<file path="src/rtl/vram_pixel_writer_if.sv">
// Host pixel-request and BRAM port-A signal bundle for vram_pixel_writer.
interface vram_pixel_writer_if #(
  parameter int DATA_WIDTH = 16,
  parameter int ADDR_WIDTH = 13
);
  logic                  i_valid;
  logic                  o_ready;
  logic [8:0]            i_x;
  logic [7:0]            i_y;
  logic [1:0]            i_op;
  logic                  i_clear;
  logic                  o_busy;
  logic                  o_error;
  logic                  o_vram_en;
  logic                  o_vram_we;
  logic [ADDR_WIDTH-1:0] o_vram_addr;
  logic [DATA_WIDTH-1:0] o_vram_wdata;
  logic [DATA_WIDTH-1:0] i_vram_rdata;

  modport slave (
    input  i_valid, i_x, i_y, i_op, i_clear, i_vram_rdata,
    output o_ready, o_busy, o_error, o_vram_en, o_vram_we, o_vram_addr, o_vram_wdata
  );

  modport master (
    output i_valid, i_x, i_y, i_op, i_clear, i_vram_rdata,
    input  o_ready, o_busy, o_error, o_vram_en, o_vram_we, o_vram_addr, o_vram_wdata
  );
endinterface

</file>
<file path="src/rtl/vram_pixel_writer.sv">
// Single-pixel set/clear/toggle as read-modify-write on 1-bpp VRAM port A.
// Optional whole-frame clear enabled by defining VRAM_PIXEL_WRITER_CLEAR_EN.
module vram_pixel_writer #(
    parameter int DATA_WIDTH    = 16,
    parameter int PIXEL_COLUMNS = 320,
    parameter int PIXEL_ROWS    = 240
) (
    input logic i_clk,
    input logic i_resetn,
    vram_pixel_writer_if.slave bus
);
    localparam int BIT_W              = $clog2(DATA_WIDTH);
    localparam int VRAM_ADDRESS_WIDTH = $clog2(PIXEL_COLUMNS*PIXEL_ROWS) - BIT_W;
    localparam int VRAM_DEPTH         = PIXEL_ROWS*PIXEL_COLUMNS/DATA_WIDTH;
    localparam int IDX_W              = VRAM_ADDRESS_WIDTH + BIT_W;
    localparam logic [8:0] X_LIM      = 9'(PIXEL_COLUMNS);
    localparam logic [7:0] Y_LIM      = 8'(PIXEL_ROWS);

    typedef enum logic [1:0] {IDLE, READ, WRITE, CLEAR} state_t;

    state_t                        state;
    logic [VRAM_ADDRESS_WIDTH-1:0] addr_q;
    logic [BIT_W-1:0]              bit_q;
    logic [1:0]                    op_q;
    logic                          error_q;
    logic                          clear_pending;
    logic [VRAM_ADDRESS_WIDTH-1:0] clr_addr;
    logic [IDX_W-1:0]              idx;
    logic [DATA_WIDTH-1:0]         mask, modified;
    logic                          in_range;

    assign idx      = IDX_W'(bus.i_y) * IDX_W'(PIXEL_COLUMNS) + IDX_W'(bus.i_x);
    assign in_range = (bus.i_x < X_LIM) && (bus.i_y < Y_LIM);

`ifdef VRAM_PIXEL_WRITER_CLEAR_EN
    logic [VRAM_ADDRESS_WIDTH-1:0] clr_cnt;
    assign clr_addr = clr_cnt;
`else
    wire unused_clear = bus.i_clear;
    assign clear_pending = 1'b0;
    assign clr_addr      = '0;
`endif

    always_ff @(posedge i_clk) begin
        if (!i_resetn) begin
            state   <= IDLE;
            error_q <= 1'b0;
`ifdef VRAM_PIXEL_WRITER_CLEAR_EN
            clear_pending <= 1'b0;
            clr_cnt       <= '0;
`endif
        end else begin
            error_q <= 1'b0;
`ifdef VRAM_PIXEL_WRITER_CLEAR_EN
            // Pending is consumed on IDLE->CLEAR; a new pulse outside CLEAR re-arms it.
            clear_pending <= (clear_pending && state != IDLE) || (bus.i_clear && state != CLEAR);
`endif
            case (state)
                IDLE: begin
                    if (clear_pending) begin
                        state <= CLEAR;
                    end else if (bus.i_valid) begin
                        if (!in_range) begin
                            error_q <= 1'b1;
                        end else if (bus.i_op != 2'b11) begin
                            addr_q <= idx[IDX_W-1:BIT_W];
                            bit_q  <= BIT_W'(DATA_WIDTH-1) - idx[BIT_W-1:0];
                            op_q   <= bus.i_op;
                            state  <= READ;
                        end
                    end
                end
                READ:  state <= WRITE;
                WRITE: state <= IDLE;
`ifdef VRAM_PIXEL_WRITER_CLEAR_EN
                CLEAR: begin
                    if (clr_cnt == VRAM_ADDRESS_WIDTH'(VRAM_DEPTH-1)) begin
                        clr_cnt <= '0;
                        state   <= IDLE;
                    end else begin
                        clr_cnt <= clr_cnt + 1'b1;
                    end
                end
`endif
                default: state <= IDLE;
            endcase
        end
    end

    always_comb begin
        mask = DATA_WIDTH'(1) << bit_q;
        case (op_q)
            2'b00:   modified = bus.i_vram_rdata & ~mask;
            2'b01:   modified = bus.i_vram_rdata | mask;
            2'b10:   modified = bus.i_vram_rdata ^ mask;
            default: modified = bus.i_vram_rdata;
        endcase
    end

    // Gating with i_resetn keeps an aborted RMW or clear from writing in the reset cycle.
    assign bus.o_ready      = (state == IDLE) && !clear_pending && i_resetn;
    assign bus.o_busy       = (state != IDLE) && i_resetn;
    assign bus.o_error      = error_q;
    assign bus.o_vram_en    = (state != IDLE) && i_resetn;
    assign bus.o_vram_we    = (state == WRITE || state == CLEAR) && i_resetn;
    assign bus.o_vram_addr  = !i_resetn        ? '0 :
                              (state == CLEAR) ? clr_addr :
                              (state == IDLE)  ? '0 : addr_q;
    assign bus.o_vram_wdata = (state == WRITE && i_resetn) ? modified : '0;
endmodule

</file>
<file path="src/flat_wrapper.sv">
// flat-port wrapper written by rule: the top's interface ports become plain ports
module vram_pixel_writer_flat 
#(
    parameter int DATA_WIDTH    = 16,
    parameter int PIXEL_COLUMNS = 320,
    parameter int PIXEL_ROWS    = 240
)
  (i_clk, i_resetn, bus_i_valid, bus_i_x, bus_i_y, bus_i_op, bus_i_clear, bus_i_vram_rdata, bus_o_ready, bus_o_busy, bus_o_error, bus_o_vram_en, bus_o_vram_we, bus_o_vram_addr, bus_o_vram_wdata);
  vram_pixel_writer_if #(.DATA_WIDTH(DATA_WIDTH)) bus_i ();
  input logic i_clk;
  input logic i_resetn;
  input wire logic [$bits(bus_i.i_valid)-1:0] bus_i_valid;
  input wire logic [$bits(bus_i.i_x)-1:0] bus_i_x;
  input wire logic [$bits(bus_i.i_y)-1:0] bus_i_y;
  input wire logic [$bits(bus_i.i_op)-1:0] bus_i_op;
  input wire logic [$bits(bus_i.i_clear)-1:0] bus_i_clear;
  input wire logic [$bits(bus_i.i_vram_rdata)-1:0] bus_i_vram_rdata;
  output wire logic [$bits(bus_i.o_ready)-1:0] bus_o_ready;
  output wire logic [$bits(bus_i.o_busy)-1:0] bus_o_busy;
  output wire logic [$bits(bus_i.o_error)-1:0] bus_o_error;
  output wire logic [$bits(bus_i.o_vram_en)-1:0] bus_o_vram_en;
  output wire logic [$bits(bus_i.o_vram_we)-1:0] bus_o_vram_we;
  output wire logic [$bits(bus_i.o_vram_addr)-1:0] bus_o_vram_addr;
  output wire logic [$bits(bus_i.o_vram_wdata)-1:0] bus_o_vram_wdata;
  assign bus_i.i_valid = bus_i_valid;
  assign bus_i.i_x = bus_i_x;
  assign bus_i.i_y = bus_i_y;
  assign bus_i.i_op = bus_i_op;
  assign bus_i.i_clear = bus_i_clear;
  assign bus_i.i_vram_rdata = bus_i_vram_rdata;
  assign bus_o_ready = bus_i.o_ready;
  assign bus_o_busy = bus_i.o_busy;
  assign bus_o_error = bus_i.o_error;
  assign bus_o_vram_en = bus_i.o_vram_en;
  assign bus_o_vram_we = bus_i.o_vram_we;
  assign bus_o_vram_addr = bus_i.o_vram_addr;
  assign bus_o_vram_wdata = bus_i.o_vram_wdata;
  vram_pixel_writer #(.DATA_WIDTH(DATA_WIDTH), .PIXEL_COLUMNS(PIXEL_COLUMNS), .PIXEL_ROWS(PIXEL_ROWS)) u_core (.i_clk(i_clk), .i_resetn(i_resetn), .bus(bus_i));
endmodule
</file>
<file path="config.mk">
export PLATFORM = sky130hd
export DESIGN_NAME = vram_pixel_writer_flat
export DESIGN_NICKNAME = d
export VERILOG_FILES = /design/src/rtl/vram_pixel_writer_if.sv /design/src/rtl/vram_pixel_writer.sv /design/src/flat_wrapper.sv
export SDC_FILE = /design/constraint.sdc
export NUM_CORES = 1
export LEC_CHECK = 0
export CELL_PAD_IN_SITES_DETAIL_PLACEMENT = 1
export CELL_PAD_IN_SITES_GLOBAL_PLACEMENT = 2
export CORE_ASPECT_RATIO = 1.2
export CORE_MARGIN = 3
export CORE_UTILIZATION = 28
export DETAILED_ROUTE_END_ITERATION = 10
export HOLD_SLACK_MARGIN = 0.05
export PLACE_DENSITY_LB_ADDON = 0.1
export SLEW_MARGIN = 10
export SYNTH_ARGS = -nofsm -noshare
export SYNTH_HDL_FRONTEND = slang
export SYNTH_SLANG_ARGS = --single-unit
export TNS_END_PERCENT = 1
</file>
<file path="constraint.sdc">
create_clock -name i_clk -period 2.8 [get_ports i_clk]
set_input_delay 0.56 -clock i_clk [delete_from_list [all_inputs] [get_ports i_clk]]
set_output_delay 0.56 -clock i_clk [all_outputs]
set_load 0.05 [all_outputs]
</file>
==> results by group <==
Timing
  • Period minus WS final: 2.74 ns
  • Final-report setup violation count: 0
  • Worst Tran Pin Value: around 0.5 ns
  • RSZ-0062 raised after global routing: yes
  • Slew margin rel.: between 60% and 70%
  • Final Cycle Share: ~98%
  • Final Hold Slack: 0.594 ns
  • Post-route worst setup slack: ~0.063 ns
  • Clk_skew: between 0.007 and 0.008 ns
  • F_max: between 0.3 and 0.4 GHz
  • Max Slew Vio Count: 0
  • Final Hold Viols: 0
  • Setup TNS: 0 ns

Placement
  • HPWL Detailed: 5490 um
  • Placement Cell Area: between 3000 and 4000 um2
  • # port buffers: 71
  • Pre-CTS setup slack: -0.441 ns
  • Final Wtd Congestion: 0.762
  • Dpl cells: 485

Finish
  • Layout area overhead: 70.6%
  • Fillers: 963
  • Commonest non-fill, non-tap cell in the layout: ha_1
  • Most frequent cells in the layout: ha_1 (40), buf_4 (39), buf_12 (34), clkdlybuf4s50_1 (33), nor2_1 (32)
  • Post-layout util: between 40% and 50%
  • Finished Layout Cells: ~500
  • Nets: approximately 470
  • # diodes: 0
  • Share of cells above drive strength 1: about a third
  • Design area: 4260 um2

Routing
  • DRT iter0 DRCs: 44
  • Drt via density: ~4.6
  • DR WL/cell: 13.6 um
  • DRC: 0
  • DR pass1 iterations: 4
  • WL final: around 6800 um
  • Routed vias: approximately 2300
  • ANT nets after route: 0

Die
  • Starting density of the core: between 20% and 30%
  • CORE AREA: 8610 um2
  • Rows: 37
  • Die Footprint: roughly 10000 um2
  • Die extent in x: 92.2 um
  • Ports: 73
  • DIE HEIGHT: ~110 um

Synthesis
  • Sequential share of the synthesized area: between 20% and 30%
  • Simple-gate share of the synthesized area: roughly 18%
  • Post-synthesis mux area share: around 8.1%
  • Synth Area in XOR/XNOR: roughly 5.2%
  • Synth top area share: a little under a quarter
  • Post-synth top flop: edfxtp_1
  • Synth area leader: ha_1
  • Mapped Avg Cell Area: about 9.0 um2
  • Asr flop ratio synth: 0%
  • Post-synthesis net count: approximately 370
  • Synth area leaders: ha_1 (24%), edfxtp_1 (23%), mux2_2 (6.3%)
  • Main combinational cell family by area after synthesis: adder cells
  • Mapped Area: 2500 um2
  • Ys Warns: 0
  • EDFF count, synth: 19
  • Synthesized flop and latch total: 22
  • Compound-Gate Fraction of Synth Area: ~12%
  • Post-Synth Adder-Cell Area: roughly a quarter
  • Post-Syn Instances: roughly 280
  • Synth unique cells: 39

Job
  • Max-Cap Viols: 0

Global route
  • Met2 Use GR: between 20% and 30%
  • Busiest grt layer: met2
  • Global-route wire length before repair: 11100 um
  • Overall global routing resource usage: approximately 14%
  • M3 GR Usage: 1.44%
  • Largest net degree at the start of global routing: 45
  • GR Overflow Total: 0
  • Number of global-route vias before repair: 2416
  • Met1 usage: between 10% and 20%
  • Initial antenna violation count: 0

Power
  • Total Power: around 1.2 mW
  • P_leak: about 1.8 nW
  • Maximum VDD drop: roughly 180 uV
  • Power Density: approximately 280 nW/um2

Worst setup path
  • Worst EP required: ~2.2 ns
  • Worst-path fanout max: 7
  • CP endpoint kind: output port
  • CP startpoint kind: flip-flop
  • Critical path type: flip-flop to output port
  • CP arrival: 2.18 ns

Run status
  • Run status: completed

Clock network
  • CTS clk-pin slew, worst paths: approximately 0.080 ns
  • CTS H-tree lvls: 1
  • Clk sinks: 22
  • Max Buffers Root-to-Sink: 2
  • CTS Buf Count: 3
  • Hold_buf cts: 0
  • Root Driver: clkbuf_8
  • Clk_lat worst skew: approximately 0.27 ns
  • CTS tree: built

Hold path
  • Worst hold path class: flip-flop to flip-flop
-- repair_timing --
action,in CTS,in global routing
buffers inserted,1,9
resized for setup,12,34
setup endpoints to repair,5,19
pin swaps,5,10
-- synthesized netlist by cell type (all sizes together), types with 3 or more instances --
master   n
mux2    14
nand2   11
nand3    8
o21ai    4
nand4    3
dfxtp    3
ha      47
nor2    35
xor2     7
nor2b    8
nand2b   3
buf      4
inv     30
xnor2    7
edfxtp  19
clkbuf   8
a211oi  15
a21oi   19
and3    13
-- where the power goes --
part	internal (mW)	switching (mW)
combinational	0.283	0.245
clock	0.191	0.102
sequential	0.380	0.00901
-- path summary, 6_finish.rpt --
check	startpoint	to	slack, ns	cells after the start
worst max-delay path	u_core.bit_q[2]$_DFFE_PP_	bus_o_vram_wdata[11]	0.06	6
worst min-delay path	u_core.state[0]$_SDFFE_PN0P_	u_core.state[1]$_SDFFE_PN0P_	0.59	1
worst max register to register	u_core.state[0]$_SDFFE_PN0P_	u_core.addr_q[1]$_DFFE_PP_	1.26	4
worst min register to register	u_core.state[0]$_SDFFE_PN0P_	u_core.state[1]$_SDFFE_PN0P_	0.59	1
-- critical path: stages (launching register included) --
cell      delay (ns)
edfxtp_1        0.53
nor2b_4         0.19
nand3_1         0.13
ha_1            0.30
mux4_2          0.44
nor2b_1         0.17
buf_12          0.16
-- cell families (layout without fill, tap and decap cells) --
logic type      Yosys count  count (layout)
compound gates           46              46
buf+inv                  42             146
mux                      16              16
simple gates             89              89
fa+ha+maj                49              49
xor+xnor                 14              14
flops                    22              22
-- sequential cells by signal, indices dropped and copies added, names as in the netlist --
register	cells
u_core.op_q	2
u_core.bit_q	4
u_core.state	2
u_core.bus.o_error	1
u_core.addr_q	13
-- cell type report --
cell class / count / area, um2 / share of cell area (%)
clock buffers: 3 / 41.3 / 0.969
repair buffers: 112 / 1370 / 32.2
well taps: 117 / 146 / 3.43
multi-input cells: 214 / 1930 / 45.2
inverters: 30 / 113 / 2.64
clock inverters: 1 / 30.0 / 0.704
flip-flops and latches: 22 / 631 / 14.8
-- per-layer routing --
layer,routed length [um],vias up,share of wire (%)
met4,146,0,2.1
met3,237,8,3.5
met1,2480,1096,36
li1,-,1174,-
met5,0,-,0
met2,3930,41,58
(Power assumes the default switching activity.)
